==> config.mk <==
export PLATFORM = sky130hd
export DESIGN_NAME = ixc_bind_arb
export DESIGN_NICKNAME = d
export VERILOG_FILES = /design/src/rtl/ixc_bind_arb.sv
export SDC_FILE = /design/constraint.sdc
export NUM_CORES = 1
export LEC_CHECK = 0
export ABC_CLOCK_PERIOD_IN_PS = 2100
export BUFFER_PORTS_ARGS = -buffer_cell sky130_fd_sc_hd__buf_4
export CAP_MARGIN = 20
export CORE_UTILIZATION = 45
export CTS_CLUSTER_DIAMETER = 200
export CTS_CLUSTER_SIZE = 8
export DETAILED_ROUTE_END_ITERATION = 7
export GPL_ROUTABILITY_DRIVEN = 0
export GPL_TIMING_DRIVEN = 0
export PLACE_DENSITY = 0.72
export SLEW_MARGIN = 0
export SYNTH_ARGS = -nofsm -noshare
export SYNTH_HDL_FRONTEND = slang
export SYNTH_SLANG_ARGS = --single-unit
==> constraint.sdc <==
create_clock -name clk -period 2.1 [get_ports clk]
set_input_delay 0.42 -clock clk [delete_from_list [all_inputs] [get_ports clk]]
set_output_delay 0.42 -clock clk [all_outputs]
set_load 0.03 [all_outputs]
==> src/rtl/ixc_bind_arb.sv <==
// ixc_bind_arb
// -----------------------------------------------------------------------------
// Resolves a shared multi-driver net for emulation targets that have no real
// tristate resolution. Up to CHANNELS drivers request the net. A registered
// round-robin arbiter hands ownership to one of them, and an optional fairness
// timeout rotates ownership away from a driver that holds the net too long.
// The resolved value is registered one cycle behind the grant. When no driver
// owns the net, it either keeps its last value or falls back to a pull value.
// Cycles with two or more simultaneous requests are flagged and counted.
//
// Parameters:
//   WIDTH     bit width of the shared net
//   CHANNELS  number of drivers (2..16)
//   MAX_OWN   consecutive owned cycles while others wait before a forced
//             rotation; 0 disables the timeout
//   KEEPER    1 = net holds its last value when unowned, 0 = net takes PULL_VAL
//   PULL_VAL  unowned value when KEEPER=0; also the reset value of bus_out
//   CNT_W     width of the saturating contention counter
//
// Ports:
//   clk             clock
//   rst             asynchronous, active-high reset
//   req             per-driver level request
//   drv_data        driver data, channel i at [i*WIDTH +: WIDTH]
//   clr_err         clears the contention flag and counter
//   grant           registered one-hot ownership (all zero = unowned)
//   owner_id        channel whose data is on bus_out (valid when bus_valid=1)
//   bus_out         resolved net value
//   bus_valid       1 when bus_out carries an owner's data
//   contention      sticky flag, set by any cycle with two or more requests
//   contention_cnt  saturating count of contention cycles
module ixc_bind_arb #(
    parameter int                WIDTH    = 4,
    parameter int                CHANNELS = 2,
    parameter int                MAX_OWN  = 0,
    parameter bit                KEEPER   = 1'b1,
    parameter logic [WIDTH-1:0]  PULL_VAL = '0,
    parameter int                CNT_W    = 8
) (
    input  logic                          clk,
    input  logic                          rst,
    input  logic [CHANNELS-1:0]           req,
    input  logic [CHANNELS*WIDTH-1:0]     drv_data,
    input  logic                          clr_err,
    output logic [CHANNELS-1:0]           grant,
    output logic [$clog2(CHANNELS)-1:0]   owner_id,
    output logic [WIDTH-1:0]              bus_out,
    output logic                          bus_valid,
    output logic                          contention,
    output logic [CNT_W-1:0]              contention_cnt
);

    localparam int ID_W  = $clog2(CHANNELS);
    localparam int AGE_W = (MAX_OWN < 1) ? 1 : $clog2(MAX_OWN + 1);
    localparam logic [AGE_W-1:0] MAX_AGE = AGE_W'(MAX_OWN);

    typedef enum logic {
        IDLE,
        OWNED
    } state_t;

    state_t               state;
    state_t               state_nxt;
    logic [CHANNELS-1:0]  grant_nxt;
    logic [ID_W-1:0]      last_owner;
    logic [ID_W-1:0]      last_owner_nxt;
    logic [AGE_W-1:0]     age;
    logic [AGE_W-1:0]     age_nxt;

    logic [CHANNELS-1:0]  others;
    logic                 owner_req;
    logic [ID_W-1:0]      pick;
    logic                 timed_out;
    logic                 multi_req;

    logic [WIDTH-1:0]     chan_data [CHANNELS];

    // Searches upward from the channel after 'last', wrapping around. The
    // channel 'last' itself is tried only at the very end of the search.
    function automatic logic [ID_W-1:0] rr_pick(
        input logic [CHANNELS-1:0] cand,
        input logic [ID_W-1:0]     last
    );
        logic [ID_W-1:0] sel;
        logic [ID_W-1:0] cidx;
        logic            found;
        int              c;
        sel   = '0;
        found = 1'b0;
        for (int i = 1; i <= CHANNELS; i++) begin
            c = int'(last) + i;
            if (c >= CHANNELS) begin
                c = c - CHANNELS;
            end
            cidx = c[ID_W-1:0];
            if (!found && cand[cidx]) begin
                found = 1'b1;
                sel   = cidx;
            end
        end
        return sel;
    endfunction

    for (genvar g = 0; g < CHANNELS; g++) begin : g_unpack
        assign chan_data[g] = drv_data[g*WIDTH +: WIDTH];
    end

    // While idle the grant is zero, so 'others' is simply every requester.
    // While owned, last_owner is the current owner, so searching from it
    // gives the round-robin successor among the remaining requesters.
    assign others    = req & ~grant;
    assign owner_req = |(req & grant);
    assign pick      = rr_pick(others, last_owner);
    assign timed_out = (MAX_OWN > 0) && (age >= MAX_AGE);

    // Two or more bits set: clearing the lowest set bit leaves something.
    assign multi_req = |(req & (req - CHANNELS'(1)));

    // Arbiter state register.
    always_ff @(posedge clk or posedge rst) begin
        if (rst) begin
            state      <= IDLE;
            grant      <= '0;
            last_owner <= ID_W'(CHANNELS - 1);
            age        <= '0;
        end else begin
            state      <= state_nxt;
            grant      <= grant_nxt;
            last_owner <= last_owner_nxt;
            age        <= age_nxt;
        end
    end

    // Ownership decisions. Release takes priority over the timeout, and a
    // release with another requester hands over directly with no idle cycle.
    always_comb begin
        state_nxt      = state;
        grant_nxt      = grant;
        last_owner_nxt = last_owner;
        age_nxt        = age;
        case (state)
            IDLE: begin
                if (|req) begin
                    state_nxt       = OWNED;
                    grant_nxt       = '0;
                    grant_nxt[pick] = 1'b1;
                    last_owner_nxt  = pick;
                    age_nxt         = AGE_W'(1);
                end
            end
            OWNED: begin
                if (!owner_req) begin
                    if (|others) begin
                        grant_nxt       = '0;
                        grant_nxt[pick] = 1'b1;
                        last_owner_nxt  = pick;
                        age_nxt         = AGE_W'(1);
                    end else begin
                        state_nxt = IDLE;
                        grant_nxt = '0;
                    end
                end else if (timed_out && (|others)) begin
                    grant_nxt       = '0;
                    grant_nxt[pick] = 1'b1;
                    last_owner_nxt  = pick;
                    age_nxt         = AGE_W'(1);
                end else if (age < MAX_AGE) begin
                    age_nxt = age + AGE_W'(1);
                end
            end
            default: begin
                state_nxt = IDLE;
                grant_nxt = '0;
            end
        endcase
    end

    // Resolved net, one cycle behind the grant. owner_id follows the data so
    // it always names the driver whose value is currently on bus_out.
    always_ff @(posedge clk or posedge rst) begin
        if (rst) begin
            bus_out   <= PULL_VAL;
            bus_valid <= 1'b0;
            owner_id  <= '0;
        end else if (|grant) begin
            bus_out   <= chan_data[last_owner];
            bus_valid <= 1'b1;
            owner_id  <= last_owner;
        end else begin
            bus_valid <= 1'b0;
            if (!KEEPER) begin
                bus_out <= PULL_VAL;
            end
        end
    end

    // Contention tracking. A clear in the same cycle as new contention
    // leaves that cycle counted, so the flag ends at 1 and the counter at 1.
    always_ff @(posedge clk or posedge rst) begin
        if (rst) begin
            contention     <= 1'b0;
            contention_cnt <= '0;
        end else if (clr_err) begin
            contention     <= multi_req;
            contention_cnt <= multi_req ? CNT_W'(1) : '0;
        end else if (multi_req) begin
            contention <= 1'b1;
            if (contention_cnt != '1) begin
                contention_cnt <= contention_cnt + CNT_W'(1);
            end
        end
    end

endmodule

# After elaboration in Yosys (flattened, before gate mapping)
# Index checks and enable logic that the tools add are counted.
classes:
  n_addsub: 6
  n_lt_le_gt_ge: 7
  eq_ne: 4
  muxes: 33
  n_bitwise: 6
  reduce_logical: 13
op_table:
  columns: ["operator", "n"]
  rows:
  - ["8-bit 2-to-1 mux", 3]
  - ["1-bit 2-to-1 mux", 20]
  - ["4-bit 2-to-1 mux", 3]
  - ["2-bit OR reduction", 5]
  - ["8-bit by 1-bit adder with 8-bit output, second input constant", 1]
  - ["8-bit inequality test, second input constant", 1]
  - ["2-bit AND", 3]
  - ["1-bit by 2-bit < comparator with 1-bit output, second input constant", 3]
  - ["2-bit 2-to-1 mux", 3]
  - ["2-bit >= comparator, second input constant", 2]
  - ["2-bit inequality test, second input constant", 2]
  - ["1-bit case mux with 2 select lines", 2]
  - ["2-bit case mux with 2 select lines", 1]
  - ["2-bit AND reduction", 2]
  - ["2-bit nonzero test", 2]
  - ["1-bit by 2-bit adder with 3-bit output, second input constant", 1]
  - ["3-bit by 2-bit >= comparator with 1-bit output, second input constant", 1]
  - ["3-bit AND reduction", 1]
  - ["1-bit by 1-bit adder with 2-bit output, second input constant", 1]
  - ["1-bit logical AND", 2]
  - ["2-bit by 1-bit inequality test with 1-bit output, second input constant", 1]
  - ["1-bit inverter with 2-bit output", 1]
  - ["2-bit inverter", 1]
  - ["1-bit subtractor, second input constant", 2]
  - ["5 further kinds", 5]
word_totals:
  reg_bits: 19
  wordCells: 77

# Logic depth before layout (Yosys ltp)
# Gate-level depths: netlist (run 1).
logic_depth:
  word_depth: 16
  depth_mapped: 5
  ltp_nobuf: 4

# Least setup slack after synthesis (run 1)
# No wires, ideal clock.
synth_path:
  path_kind: "register -> register"
  start: "reg contention_cnt[0]"
  end: "reg contention_cnt[2]"
  setup_time_ps: 128
  arrival_time_ps: 1571
  required_ps: 1972
  slack_ps: 401
  path_stages_with_launch: 6
  n_path_buf: 1
  period_less_slack_ps: 1699
  path_cell_list: "dfrtp_1 -> ha_1 -> and4b_1 -> buf_6 -> a31oi_1 -> mux2_1"
synth_via:
  elab_chain_len: 4
synth_lines:
  columns: ["item", "line_no", "text"]
  rows:
  - ["start, declared", "50", "output logic [CNT_W-1:0] contention_cnt"]
  - ["start signal, assigned", "205", "contention_cnt <= multi_req ? CNT_W'(1) : '0;"]
  - ["start signal, assigned", "209", "contention_cnt <= contention_cnt + CNT_W'(1);"]
  - ["8-bit by 1-bit adder with 8-bit output", "209", null]
  - ["8-bit 2-to-1 mux", "208", "if (contention_cnt != '1) begin"]
  - ["8-bit 2-to-1 mux", "206", "end else if (multi_req) begin"]
  - ["8-bit 2-to-1 mux", "203", "end else if (clr_err) begin"]
# Several ways; a longest one is shown, not always the timed one. The select of a mux whose other input is x is not followed.
# A chain may end at the register's enable or synchronous reset.

# Final worst setup path (run 1)
# Same ends and word-level chain as after synthesis.

==> Implementation_results.wiki, run 1 <==
{| class="wikitable"
! Metric !! Value
|-
| Launching point of the worst reg2reg path || contention_cnt[0]$_DFFE_PP0P_
|-
| Summed instance area of the synthesized netlist || 1065 um2
|-
| Proportion of synthesized area in mux cells || 0.05875
|-
| Final worst path period share || 0.7869
|-
| Warning count from the yosys run || 0
|-
| Number of placed I/O pins || 30
|-
| Measured slew at the worst slew-check pin || 707.6 ps
|-
| Main synth FF type || sky130_fd_sc_hd__dfrtp_1
|-
| CTS H-tree depth || 1
|-
| R2R Setup Slk || 450 ps
|-
| Count of input and output buffers || 29
|-
| Share of synthesized cell area in full adder, half adder and majority cells || 0.01175
|-
| Drt first-iter violations || 22
|-
| Layout net count || 158
|-
| Number of instances in the synthesized netlist || 110
|-
| Startpoint class of the critical path || flip-flop
|-
| Unrepaired setup endpoints after global routing || false
|-
| Worst slack after detailed placement || 473.2 ps
|-
| Max-slew violation count || 0
|-
| Number of design rule violations left after detail routing || 0
|-
| Critical setup path kind || reg -> reg
|-
| Worst reg2reg endpoint || contention_cnt[2]$_DFFE_PP0P_
|-
| Die outline width || 50.65 um
|-
| Root buf cell || sky130_fd_sc_hd__clkbuf_4
|-
| Congestion Overflow GR || 0
|-
| Layout cell share with drive strength beyond 1 || 0.2867
|-
| Core ar. || 2212 um2
|-
| Leading post-synthesis cells by cell area || sky130_fd_sc_hd__dfrtp_1 42%, sky130_fd_sc_hd__a21oi_1 3.8%, sky130_fd_sc_hd__mux2i_1 3.8%, sky130_fd_sc_hd__o21ai_0 2.8%, sky130_fd_sc_hd__nand2_1 2.8%
|-
| Max-cap violations || 0
|-
| Share of the yosys chip area belonging to registers || 0.4477
|-
| Dpl cells || 167
|-
| Number of cells traversed by the worst register-to-register path || 5
|-
| Number of buffers inserted during clock tree synthesis || 3
|-
| Initial Utilization || 0.4813
|-
| Leakage power || 0.6418 nW
|-
| Kind of path behind the tightest hold check || in -> async
|-
| Buffer count from post-CTS setup fixing || 0
|-
| Largest family of logic cells by synthesized area || compound AO/OA/AOI/OAI gates
|-
| Number of nets still failing antenna checks after routing || 0
|-
| Status || completed
|-
| Post-synthesis average cell area || 9.680 um2
|-
| Post-synthesis async set-or-reset flop share || 1.000
|-
| Wire length of the first global-routing pass || 3843 um
|-
| Cts hold-fix bufs || 0
|-
| Clock tree from TritonCTS || done
|-
| Largest net degree at the start of global routing || 20
|-
| Detailed-route via count || 978
|-
| Vias in the first global route || 850
|-
| Nature of the critical path endpoint || flip-flop
|-
| Dpl hpwl || 1646 um
|-
| Cells resized by post-CTS repair || 0
|-
| Final Setup Violations || 0
|-
| Overall global routing resource usage || 0.1978
|-
| Total Wirelength || 2326 um
|-
| Fin worst setup slack || 447.5 ps
|-
| Die area || 2565 um2
|-
| Number of rows in the core area || 17
|-
| Max Clock Skew || 8.061 ps
|-
| Synthesized-area fraction occupied by ao, oa, aoi and oai cells || 0.2186
|-
| Power Dens Cells || 925.4 nW/um2
|-
| Count of flip-flops with a built-in enable after synthesis || 0
|-
| Area Growth Syn to Fin || 26.20%
|-
| Worst setup path endpoint || contention_cnt[2]$_DFFE_PP0P_
|-
| Setup TNS || 0 ps
|-
| Tightest slew margin relative to the limit || 0.5277
|-
| Length of the first detailed-routing pass in iterations || 4
|-
| Timing-limited maximum frequency || 605.1 MHz
|-
| Maximum vdd drop || 0.0005705 V
|-
| Worst setup path startpoint || contention_cnt[0]$_DFFE_PP0P_
|-
| Xor/xnor share of the synthesized area || 0
|-
| Filler instances || 199
|-
| Number of distinct standard cells referenced by the synthesized netlist || 38
|-
| Clock-pin slew on the worst setup and hold paths || 110 ps
|-
| Post-route standard cell area excluding fillers || 1344 um2
|-
| CP Data Required Time || 2280 ps
|-
| Cell area after placement || 1318 um2
|-
| Nets in the synthesized netlist || 124
|-
| Antenna violations before repair || 0
|-
| Top-area cell type share of the netlist area || 0.4230
|-
| Flops & latches, synth || 19
|-
| Final cell count without fillers || 171
|-
| Worst-path maximum fanout || 8
|-
| Clk Latency, worst-skew pair || 300 ps
|-
| Clock tree sinks || 19
|-
| Share of synthesized cell area in and, or, nand and nor gates || 0.1880
|-
| Clk buf depth || 2
|-
| Post-detailed-route via-to-cell ratio || 5.719
|-
| Min Clock Period, post-route || 1653 ps
|-
| Endpoint arrival time on the critical path || 1830 ps
|-
| Antenna diodes || 0
|-
| Library cell with the largest summed area after synthesis || sky130_fd_sc_hd__dfrtp_1
|-
| Mean routed wirelength per cell || 13.60 um
|-
| Final count of hold timing violations || 0
|-
| Die H || 50.65 um
|-
| Final cell utilization of the core || 0.6075
|}
## report_power, final
part | switching (W) | internal (W)
clock | 0.000108 | 0.0000739
combinational | 0.000330 | 0.000215
sequential | 0.0000565 | 0.000460
total | 0.000495 | 0.000749
## how the worst min path moves through the flow
stage                                 from  slack, ps                endpoint  cells past startpoint
floorplan                              rst        370  bus_out[0]$_DFFE_PP0P_                      1
global placement    bus_out[3]$_DFFE_PP0P_        470  bus_out[3]$_DFFE_PP0P_                      2
detailed placement  bus_out[2]$_DFFE_PP0P_        470  bus_out[2]$_DFFE_PP0P_                      2
CTS                                    rst        260  bus_out[3]$_DFFE_PP0P_                      2
global route                           rst        310  bus_out[3]$_DFFE_PP0P_                      2
finish                                 rst        230  bus_out[2]$_DFFE_PP0P_                      2
## placed cells by master, fill, tap and decap left out, types with 2 or more instances in the layout
cell type	n
sky130_fd_sc_hd__inv_1	7
sky130_fd_sc_hd__a31oi_1	3
sky130_fd_sc_hd__o21ai_1	2
sky130_fd_sc_hd__buf_2	4
sky130_fd_sc_hd__clkbuf_4	3
sky130_fd_sc_hd__a211oi_1	3
sky130_fd_sc_hd__nand3_1	3
sky130_fd_sc_hd__and2b_1	2
sky130_fd_sc_hd__nor2_1	4
sky130_fd_sc_hd__o21ai_0	6
sky130_fd_sc_hd__a21oi_1	8
sky130_fd_sc_hd__mux2i_1	4
sky130_fd_sc_hd__nand4_1	3
sky130_fd_sc_hd__and3_1	4
sky130_fd_sc_hd__o211ai_1	2
sky130_fd_sc_hd__mux2_1	2
sky130_fd_sc_hd__and4_1	2
sky130_fd_sc_hd__buf_4	30
sky130_fd_sc_hd__clkbuf_1	5
sky130_fd_sc_hd__dfrtp_1	18
sky130_fd_sc_hd__nand2_1	8
sky130_fd_sc_hd__a311oi_1	2
sky130_fd_sc_hd__nor3b_1	2
## logic make-up after synthesis
logic type | count (synthesis)
mux | 6
simple gates | 34
buf+inv | 17
compound gates | 33
flops | 19
fa+ha+maj | 1
## layout make-up
class                      count  area [um2]  area share
clock buffer                   4       26.28     0.01955
buffer                        10       53.80     0.04004
tap                           28       35.03     0.02607
sequential                    19       476.7      0.3547
timing repair buffer          29       217.7      0.1620
inverter                       7       26.28     0.01955
multi-input combinational     74       508.0      0.3780
## worst max-delay path: stages, from the launching register on
cell                      delay [ps]
sky130_fd_sc_hd__dfrtp_1         450
sky130_fd_sc_hd__ha_1            240
sky130_fd_sc_hd__and4b_1         200
sky130_fd_sc_hd__buf_6           130
sky130_fd_sc_hd__a31oi_1         180
sky130_fd_sc_hd__mux2_1          330
## through the flow
step	hold slack [ps]	total power, W
after floorplan	370.4	0.0008785
after global placement	466.9	0.001059
after detailed placement	472.7	0.001073
after CTS	260.6	0.001258
after global routing	305.3	0.001324
final	229.9	0.001243
## cell usage after synthesis (2+ instances only)
cell type                  count
sky130_fd_sc_hd__dfrtp_1      18
sky130_fd_sc_hd__a21oi_1       8
sky130_fd_sc_hd__nand2_1       8
sky130_fd_sc_hd__inv_1         7
sky130_fd_sc_hd__o21ai_0       6
sky130_fd_sc_hd__and3_1        4
sky130_fd_sc_hd__buf_2         4
sky130_fd_sc_hd__clkbuf_1      4
sky130_fd_sc_hd__mux2i_1       4
sky130_fd_sc_hd__nor2_1        4
sky130_fd_sc_hd__a211oi_1      3
sky130_fd_sc_hd__a31oi_1       3
sky130_fd_sc_hd__nand3_1       3
sky130_fd_sc_hd__nand4_1       3
sky130_fd_sc_hd__a311oi_1      2
sky130_fd_sc_hd__and2b_1       2
sky130_fd_sc_hd__and4_1        2
sky130_fd_sc_hd__mux2_1        2
sky130_fd_sc_hd__nor3b_1       2
sky130_fd_sc_hd__o211ai_1      2
sky130_fd_sc_hd__o21ai_1       2
## flip-flops by register name (all words and copies together), names as in the netlist
| name | count |
|---|---|
| state | 1 |
| contention | 1 |
| grant | 2 |
| last_owner | 1 |
| bus_valid | 1 |
| bus_out | 4 |
| contention_cnt | 8 |
| owner_id | 1 |
## routing by layer
layer	global-route usage	share of wire	routed length [um]
met2	0.3178	0.46	1070
met5	0	0	0
met1	0.2653	0.46	1073
met3	0.03333	0.063	146
met4	0.07407	0.015	35
(Power assumes the default switching activity.)
==> run 2: changes to the inputs <==
--- a/config.mk
+++ b/config.mk
@@ -5,16 +5,17 @@
 export SDC_FILE = /design/constraint.sdc
 export NUM_CORES = 1
 export LEC_CHECK = 0
-export ABC_CLOCK_PERIOD_IN_PS = 2100
+export ABC_AREA = 1
+export ABC_CLOCK_PERIOD_IN_PS = 1400
 export BUFFER_PORTS_ARGS = -buffer_cell sky130_fd_sc_hd__buf_4
 export CAP_MARGIN = 20
-export CORE_UTILIZATION = 45
+export CORE_UTILIZATION = 44
 export CTS_CLUSTER_DIAMETER = 200
 export CTS_CLUSTER_SIZE = 8
 export DETAILED_ROUTE_END_ITERATION = 7
 export GPL_ROUTABILITY_DRIVEN = 0
 export GPL_TIMING_DRIVEN = 0
-export PLACE_DENSITY = 0.72
+export PLACE_DENSITY = 0.74
 export SLEW_MARGIN = 0
 export SYNTH_ARGS = -nofsm -noshare
 export SYNTH_HDL_FRONTEND = slang
==> constraint.sdc (replaced) <==
create_clock -name clk -period 1.4 [get_ports clk]
set_input_delay 0.28 -clock clk [delete_from_list [all_inputs] [get_ports clk]]
set_output_delay 0.28 -clock clk [all_outputs]
set_load 0.03 [all_outputs]
==> Implementation_results.wiki, run 2 <==
{| class="wikitable"
! Metric !! Value
|-
| Drt first-iter violations || 19
|-
| Die area || 2390 um2
|-
| Fin worst setup slack || 68.95 ps
|-
| Number of placed I/O pins || 30
|-
| Status || completed
|-
| Number of distinct standard cells referenced by the synthesized netlist || 18
|-
| Largest reg by FF count || contention_cnt
|-
| Length of the first detailed-routing pass in iterations || 4
|-
| Filler instances || 182
|-
| Antenna violations before repair || 0
|-
| Tightest slew margin relative to the limit || 0.5143
|-
| Endpoint arrival time on the critical path || 1510 ps
|-
| Timing-limited maximum frequency || 751.3 MHz
|-
| Clk buf depth || 2
|-
| Power Dens Cells || 1613 nW/um2
|-
| Worst slack after detailed placement || -20.64 ps
|-
| Max Clock Skew || 2.247 ps
|-
| Congestion Overflow GR || 0
|-
| Cell area after placement || 1221 um2
|-
| Final worst path period share || 0.9508
|-
| Share of the yosys chip area belonging to registers || 0.4929
|-
| Warning count from the yosys run || 0
|-
| Number of instances in the synthesized netlist || 129
|-
| Dpl hpwl || 1524 um
|-
| Clk Latency, worst-skew pair || 290 ps
|-
| CP Data Required Time || 1580 ps
|-
| Most common cell after layout, fill and taps aside || sky130_fd_sc_hd__nand2_1
|-
| Share of synthesized cell area in full adder, half adder and majority cells || 0.01294
|-
| Clock-pin slew on the worst setup and hold paths || 110 ps
|-
| Proportion of synthesized area in mux cells || 0
|-
| Antenna diodes || 0
|-
| Max-cap violations || 0
|-
| Number of rows in the core area || 16
|-
| Leading cell types in the layout, fill and taps excluded || 44 x sky130_fd_sc_hd__nand2_1, 33 x sky130_fd_sc_hd__buf_4, 15 x sky130_fd_sc_hd__dfrtp_1, 14 x sky130_fd_sc_hd__inv_1, 13 x sky130_fd_sc_hd__nor2_1
|-
| Max-slew violation count || 0
|-
| Synthesized-area fraction occupied by ao, oa, aoi and oai cells || 0.1138
|-
| Flops & latches, synth || 19
|-
| Die outline width || 48.89 um
|-
| Number of flip-flops in the largest register || 8
|-
| Clock tree sinks || 19
|-
| Min Clock Period, post-route || 1331 ps
|-
| Mean routed wirelength per cell || 10.38 um
|-
| Count of input and output buffers || 29
|-
| Detailed-route via count || 930
|-
| Measured slew at the worst slew-check pin || 727.7 ps
|-
| Top-area cell type share of the netlist area || 0.4657
|-
| Largest family of logic cells by synthesized area || simple AND/OR/NAND/NOR gates
|-
| Final worst hold slack || 103.7 ps
|-
| Number of buffers inserted during clock tree synthesis || 3
|-
| Final total power || 0.002069 W
|-
| Largest net degree at the start of global routing || 20
|-
| Nets in the synthesized netlist || 143
|-
| Layout cell share with drive strength beyond 1 || 0.2831
|-
| Unrepaired setup endpoints after global routing || true
|-
| Root buf cell || sky130_fd_sc_hd__clkbuf_4
|-
| Overall global routing resource usage || 0.1812
|-
| Nature of the critical path endpoint || flip-flop
|-
| Largest registers in the final layout || contention_cnt: 8 flops, bus_out: 4 flops, grant: 2 flops
|-
| Critical setup path kind || reg -> reg
|-
| Area Growth Syn to Fin || 32.60%
|-
| Post-synthesis average cell area || 7.498 um2
|-
| Kind of path behind the tightest hold check || in -> async
|-
| Final count of hold timing violations || 0
|-
| Summed instance area of the synthesized netlist || 967.2 um2
|-
| Leading post-synthesis cells by cell area || sky130_fd_sc_hd__dfrtp_1 47%, sky130_fd_sc_hd__nand2_1 17%, sky130_fd_sc_hd__nand3_1 5.7%, sky130_fd_sc_hd__inv_1 5.4%, sky130_fd_sc_hd__nor2_1 5.4%
|-
| Dpl cells || 185
|-
| Most common library cells after synthesis || 44 x sky130_fd_sc_hd__nand2_1, 18 x sky130_fd_sc_hd__dfrtp_1, 14 x sky130_fd_sc_hd__inv_1, 14 x sky130_fd_sc_hd__nor2_1, 11 x sky130_fd_sc_hd__nand3_1
|-
| Most used standard cell by instance count after synthesis || sky130_fd_sc_hd__nand2_1
|-
| Post-detailed-route via-to-cell ratio || 4.819
|-
| Final Setup Violations || 0
|-
| Maximum vdd drop || 0.001158 V
|-
| Startpoint class of the critical path || flip-flop
|-
| Clock tree from TritonCTS || done
|-
| Initial Utilization || 0.4783
|-
| Xor/xnor share of the synthesized area || 0.009056
|-
| Total Wirelength || 2004 um
|-
| Final cell count without fillers || 193
|-
| Wire length of the first global-routing pass || 3387 um
|-
| Count of flip-flops with a built-in enable after synthesis || 0
|-
| CTS H-tree depth || 1
|-
| Post-synthesis async set-or-reset flop share || 1.000
|-
| Vias in the first global route || 801
|-
| R2R Setup Slk || 70 ps
|-
| Die H || 48.89 um
|-
| Leakage power || 0.6575 nW
|-
| Number of design rule violations left after detail routing || 0
|-
| Share of synthesized cell area in and, or, nand and nor gates || 0.3014
|-
| Number of nets still failing antenna checks after routing || 0
|-
| Library cell with the largest summed area after synthesis || sky130_fd_sc_hd__dfrtp_1
|-
| Post-route standard cell area excluding fillers || 1282 um2
|-
| Core ar. || 2022 um2
|-
| Layout net count || 181
|-
| Main synth FF type || sky130_fd_sc_hd__dfrtp_1
|-
| Worst-path maximum fanout || 10
|}
==> run 2: critical path, stage by stage (launching register included) <==
cell and delay [ps]:
sky130_fd_sc_hd__dfrtp_2 420, sky130_fd_sc_hd__ha_1 210, sky130_fd_sc_hd__nand2_1 90, sky130_fd_sc_hd__nor2_2 60, sky130_fd_sc_hd__nand2_1 90, sky130_fd_sc_hd__nand2_2 80, sky130_fd_sc_hd__buf_6 150, sky130_fd_sc_hd__nand2_1 50
sky130_fd_sc_hd__o21ai_0 80
==> run 2: cells by family (layout without fill, tap and decap cells) <==
kind of cell | Yosys count | in the layout
AO/OA/AOI/OAI | 20 | 20
flip-flops | 19 | 19
buffers and inverters | 16 | 53
XOR/XNOR | 1 | 1
adder cells (fa/ha/maj) | 1 | 1
AND/OR/NAND/NOR | 72 | 72
==> run 2: worst paths after layout <==
path	start	endpoint	depth (start not counted)
worst max-delay path	contention_cnt[0]$_DFFE_PP0P_	contention_cnt[7]$_DFFE_PP0P_	8
worst min register to register	contention$_DFFE_PP0P_	contention$_DFFE_PP0P_	2
worst max register to register	contention_cnt[0]$_DFFE_PP0P_	contention_cnt[7]$_DFFE_PP0P_	8
max in group asynchronous	rst	contention_cnt[1]$_DFFE_PP0P_	2
worst min-delay path	rst	bus_out[1]$_DFFE_PP0P_	2
min in group clk	drv_data[2]	bus_out[2]$_DFFE_PP0P_	3
==> run 2: repair_timing <==
item,in CTS,in global routing
hold endpoints to repair,0,0
resized for setup,0,2
buffers inserted,1,3
pin swaps,0,2
cloned,0,0
hold buffers,0,0
endpoints found under the setup margin,7,9
==> run 2: layout make-up <==
| cell class | count | area [um2] | share of cell area |
|---|---|---|---|
| flip-flops and latches | 19 | 480.5 | 0.3746 |
| multi-input cells | 94 | 425.4 | 0.3317 |
| repair buffers | 33 | 247.7 | 0.1932 |
| inverters | 15 | 56.30 | 0.04390 |
| well taps | 27 | 33.78 | 0.02634 |
| clock buffers | 3 | 22.52 | 0.01756 |
| plain buffers | 1 | 11.26 | 0.008780 |
| clock inverters | 1 | 5.005 | 0.003902 |
==> run 2: power breakdown <==
group | switching (W) | total (W) | internal (W)
logic | 0.000612 | 0.000966 | 0.000353
registers | 0.000114 | 0.000831 | 0.000717
clock network | 0.000167 | 0.000273 | 0.000106
total | 0.000892 | 0.00207 | 0.00118
==> run 2: layer usage <==
metal | global-route usage | vias to the layer above | wire, um
met3 | 0.03738 | 0 | 83
met1 | 0.2510 | 423 | 931
met2 | 0.2894 | 22 | 989
li1 | - | 485 | -
met5 | 0 | - | 0
met4 | 0.04412 | 0 | 0
==> run 2: per-stage QoR <==
step | util | TNS, ps
floorplan | - | 0
global placement | 0.6040 | 0
detailed placement | 0.6040 | -20.64
CTS | 0.6213 | 0
global route | 0.6343 | -18.24
finish | 0.6343 | 0
==> run 3: changes to the inputs <==
--- a/config.mk
+++ b/config.mk
@@ -9,6 +9,7 @@
 export ABC_CLOCK_PERIOD_IN_PS = 1400
 export BUFFER_PORTS_ARGS = -buffer_cell sky130_fd_sc_hd__buf_4
 export CAP_MARGIN = 20
+export CORE_ASPECT_RATIO = 1.4
 export CORE_UTILIZATION = 44
 export CTS_CLUSTER_DIAMETER = 200
 export CTS_CLUSTER_SIZE = 8
==> Implementation_results.wiki, run 3 (synthesized netlist as in run 2, its figures left out) <==
{| class="wikitable"
! Metric !! Value
|-
| Status || completed
|-
| Final cell utilization of the core || 0.6440
|-
| Number of design rule violations left after detail routing || 0
|-
| Number of cells traversed by the worst register-to-register path || 8
|-
| Launching point of the worst reg2reg path || contention_cnt[1]$_DFFE_PP0P_
|-
| Measured slew at the worst slew-check pin || 721.4 ps
|-
| Max-cap violations || 0
|-
| Final total power || 0.002081 W
|-
| Clock tree sinks || 19
|-
| Number of placed I/O pins || 30
|-
| Fin worst setup slack || 32.78 ps
|-
| Antenna violations before repair || 0
|-
| Max Clock Skew || 1.595 ps
|-
| Die H || 57.48 um
|-
| Number of buffers inserted during clock tree synthesis || 3
|-
| Final worst path period share || 0.9766
|-
| Multi-input logic area || 437.9 um2
|-
| Leakage power || 0.6690 nW
|-
| Final cell count without fillers || 189
|-
| Total Wirelength || 2181 um
|-
| CP Data Required Time || 1630 ps
|-
| Worst setup path endpoint || contention_cnt[2]$_DFFE_PP0P_
|-
| Root buf cell || sky130_fd_sc_hd__clkbuf_4
|-
| Reg area || 479.2 um2
|-
| Crit-path cells || ha_4 > nand2_1 > nor2_2 > nand2_2 > nand2_2 > buf_4 > nand2_1 > o21ai_0
|-
| Critical Path Max Stage Delay || 420 ps
|-
| Critical setup path kind || reg -> reg
|-
| Number of flip-flops in the largest register || 8
|-
| Final Setup Violations || 0
|-
| Clock-pin slew on the worst setup and hold paths || 110 ps
|-
| Number of nets still failing antenna checks after routing || 0
|-
| Vias in the first global route || 874
|-
| Clock tree from TritonCTS || done
|-
| Die area || 2392 um2
|-
| Overall global routing resource usage || 0.1813
|-
| Clk Latency, worst-skew pair || 300 ps
|-
| Count of input and output buffers || 29
|-
| Power Dens Cells || 1599 nW/um2
|-
| Worst setup path startpoint || contention_cnt[1]$_DFFE_PP0P_
|-
| Area Growth Syn to Fin || 34.54%
|-
| Drt first-iter violations || 18
|-
| Final count of hold timing violations || 0
|-
| Leading cell types in the layout, fill and taps excluded || 43 x sky130_fd_sc_hd__nand2_1, 35 x sky130_fd_sc_hd__buf_4, 16 x sky130_fd_sc_hd__dfrtp_1, 14 x sky130_fd_sc_hd__nor2_1, 14 x sky130_fd_sc_hd__inv_1
|-
| Maximum vdd drop || 0.001308 V
|-
| Crit path depth || 8
|-
| Largest reg by FF count || contention_cnt
|-
| Max-slew violation count || 0
|-
| Count of buffering cells on the critical path with inverters included || 1
|-
| Core ar. || 2021 um2
|-
| Antenna diodes || 0
|-
| Kind of path behind the tightest hold check || in -> async
|-
| Largest registers in the final layout || contention_cnt: 8 flops, bus_out: 4 flops, grant: 2 flops
|-
| Min Clock Period, post-route || 1367 ps
|-
| Layout cell share with drive strength beyond 1 || 0.2917
|-
| Initial Utilization || 0.4786
|-
| Worst-path maximum fanout || 5
|-
| Mean routed wirelength per cell || 11.54 um
|-
| Post-detailed-route via-to-cell ratio || 5.058
|-
| Filler instances || 196
|-
| Dpl cells || 179
|-
| Dpl hpwl || 1503 um
|-
| Layout net count || 183
|-
| Congestion Overflow GR || 0
|-
| Largest net degree at the start of global routing || 20
|-
| Length of the first detailed-routing pass in iterations || 4
|-
| Dominant delay contributor by cell family on the critical path || simple AND/OR/NAND/NOR gates
|-
| Number of rows in the core area || 19
|-
| Worst slack after detailed placement || -8.205 ps
|-
| Detailed-route via count || 956
|-
| CTS H-tree depth || 1
|-
| Startpoint class of the critical path || flip-flop
|-
| Die outline width || 41.63 um
|-
| Most common cell after layout, fill and taps aside || sky130_fd_sc_hd__nand2_1
|-
| Tightest slew margin relative to the limit || 0.5185
|-
| Timing-limited maximum frequency || 731.4 MHz
|-
| Library cell contributing the largest single delay on the critical path || sky130_fd_sc_hd__dfrtp_2
|-
| Cts hold-fix bufs || 0
|-
| Worst reg2reg endpoint || contention_cnt[2]$_DFFE_PP0P_
|-
| Nature of the critical path endpoint || flip-flop
|-
| Clk buf depth || 2
|-
| Endpoint arrival time on the critical path || 1590 ps
|-
| Wire length of the first global-routing pass || 3470 um
|-
| R2R Setup Slk || 30 ps
|}
## run 3: what timing repair did
| item | CTS | global route |
|---|---|---|
| endpoints found under the setup margin | 6 | 7 |
| pin swaps | 0 | 2 |
| cloned | 0 | 1 |
| setup buffers | 1 | 4 |
| resized for setup | 0 | 5 |
## run 3: worst min-delay path by stage
stage,depth (start not counted),to,startpoint
after global routing,2,contention_cnt[3]$_DFFE_PP0P_,rst
after floorplan,1,bus_out[0]$_DFFE_PP0P_,rst
after CTS,2,state$_DFF_PP0_,rst
final,2,state$_DFF_PP0_,rst
after detailed placement,2,bus_out[0]$_DFFE_PP0P_,rst
after global placement,2,bus_out[0]$_DFFE_PP0P_,rst
## run 3: cell type report
cell class / count / area share
clock buffer: 3 / 0.01731
sequential: 19 / 0.3683
tap: 21 / 0.02019
clock inverter: 1 / 0.003846
buffer: 1 / 0.008654
inverter: 15 / 0.04327
multi-input combinational: 94 / 0.3365
timing repair buffer: 35 / 0.2019
## run 3: power by group
group,internal (W),switching (W)
sequential,0.000717,0.000117
clock,0.000106,0.000178
combinational,0.000354,0.000608
total,0.00118,0.000903
## run 3: per-layer routing
metal	vias up	GRT usage	share of wire
met1	440	0.2281	0.43
met4	0	0.06912	0.012
li1	488	-	-
met3	4	0.01899	0.039
met2	24	0.3170	0.52
met5	-	0	0
## run 3: stage by stage
step	setup TNS (ps)	cell area (um2)	hold slack, ps
floorplan	0	969.7	230.3
global placement	-3.051	1214	449.5
detailed placement	-8.531	1214	455.3
CTS	0	1249	125.8
global route	-415.7	1301	144.9
finish	0	1301	91.09
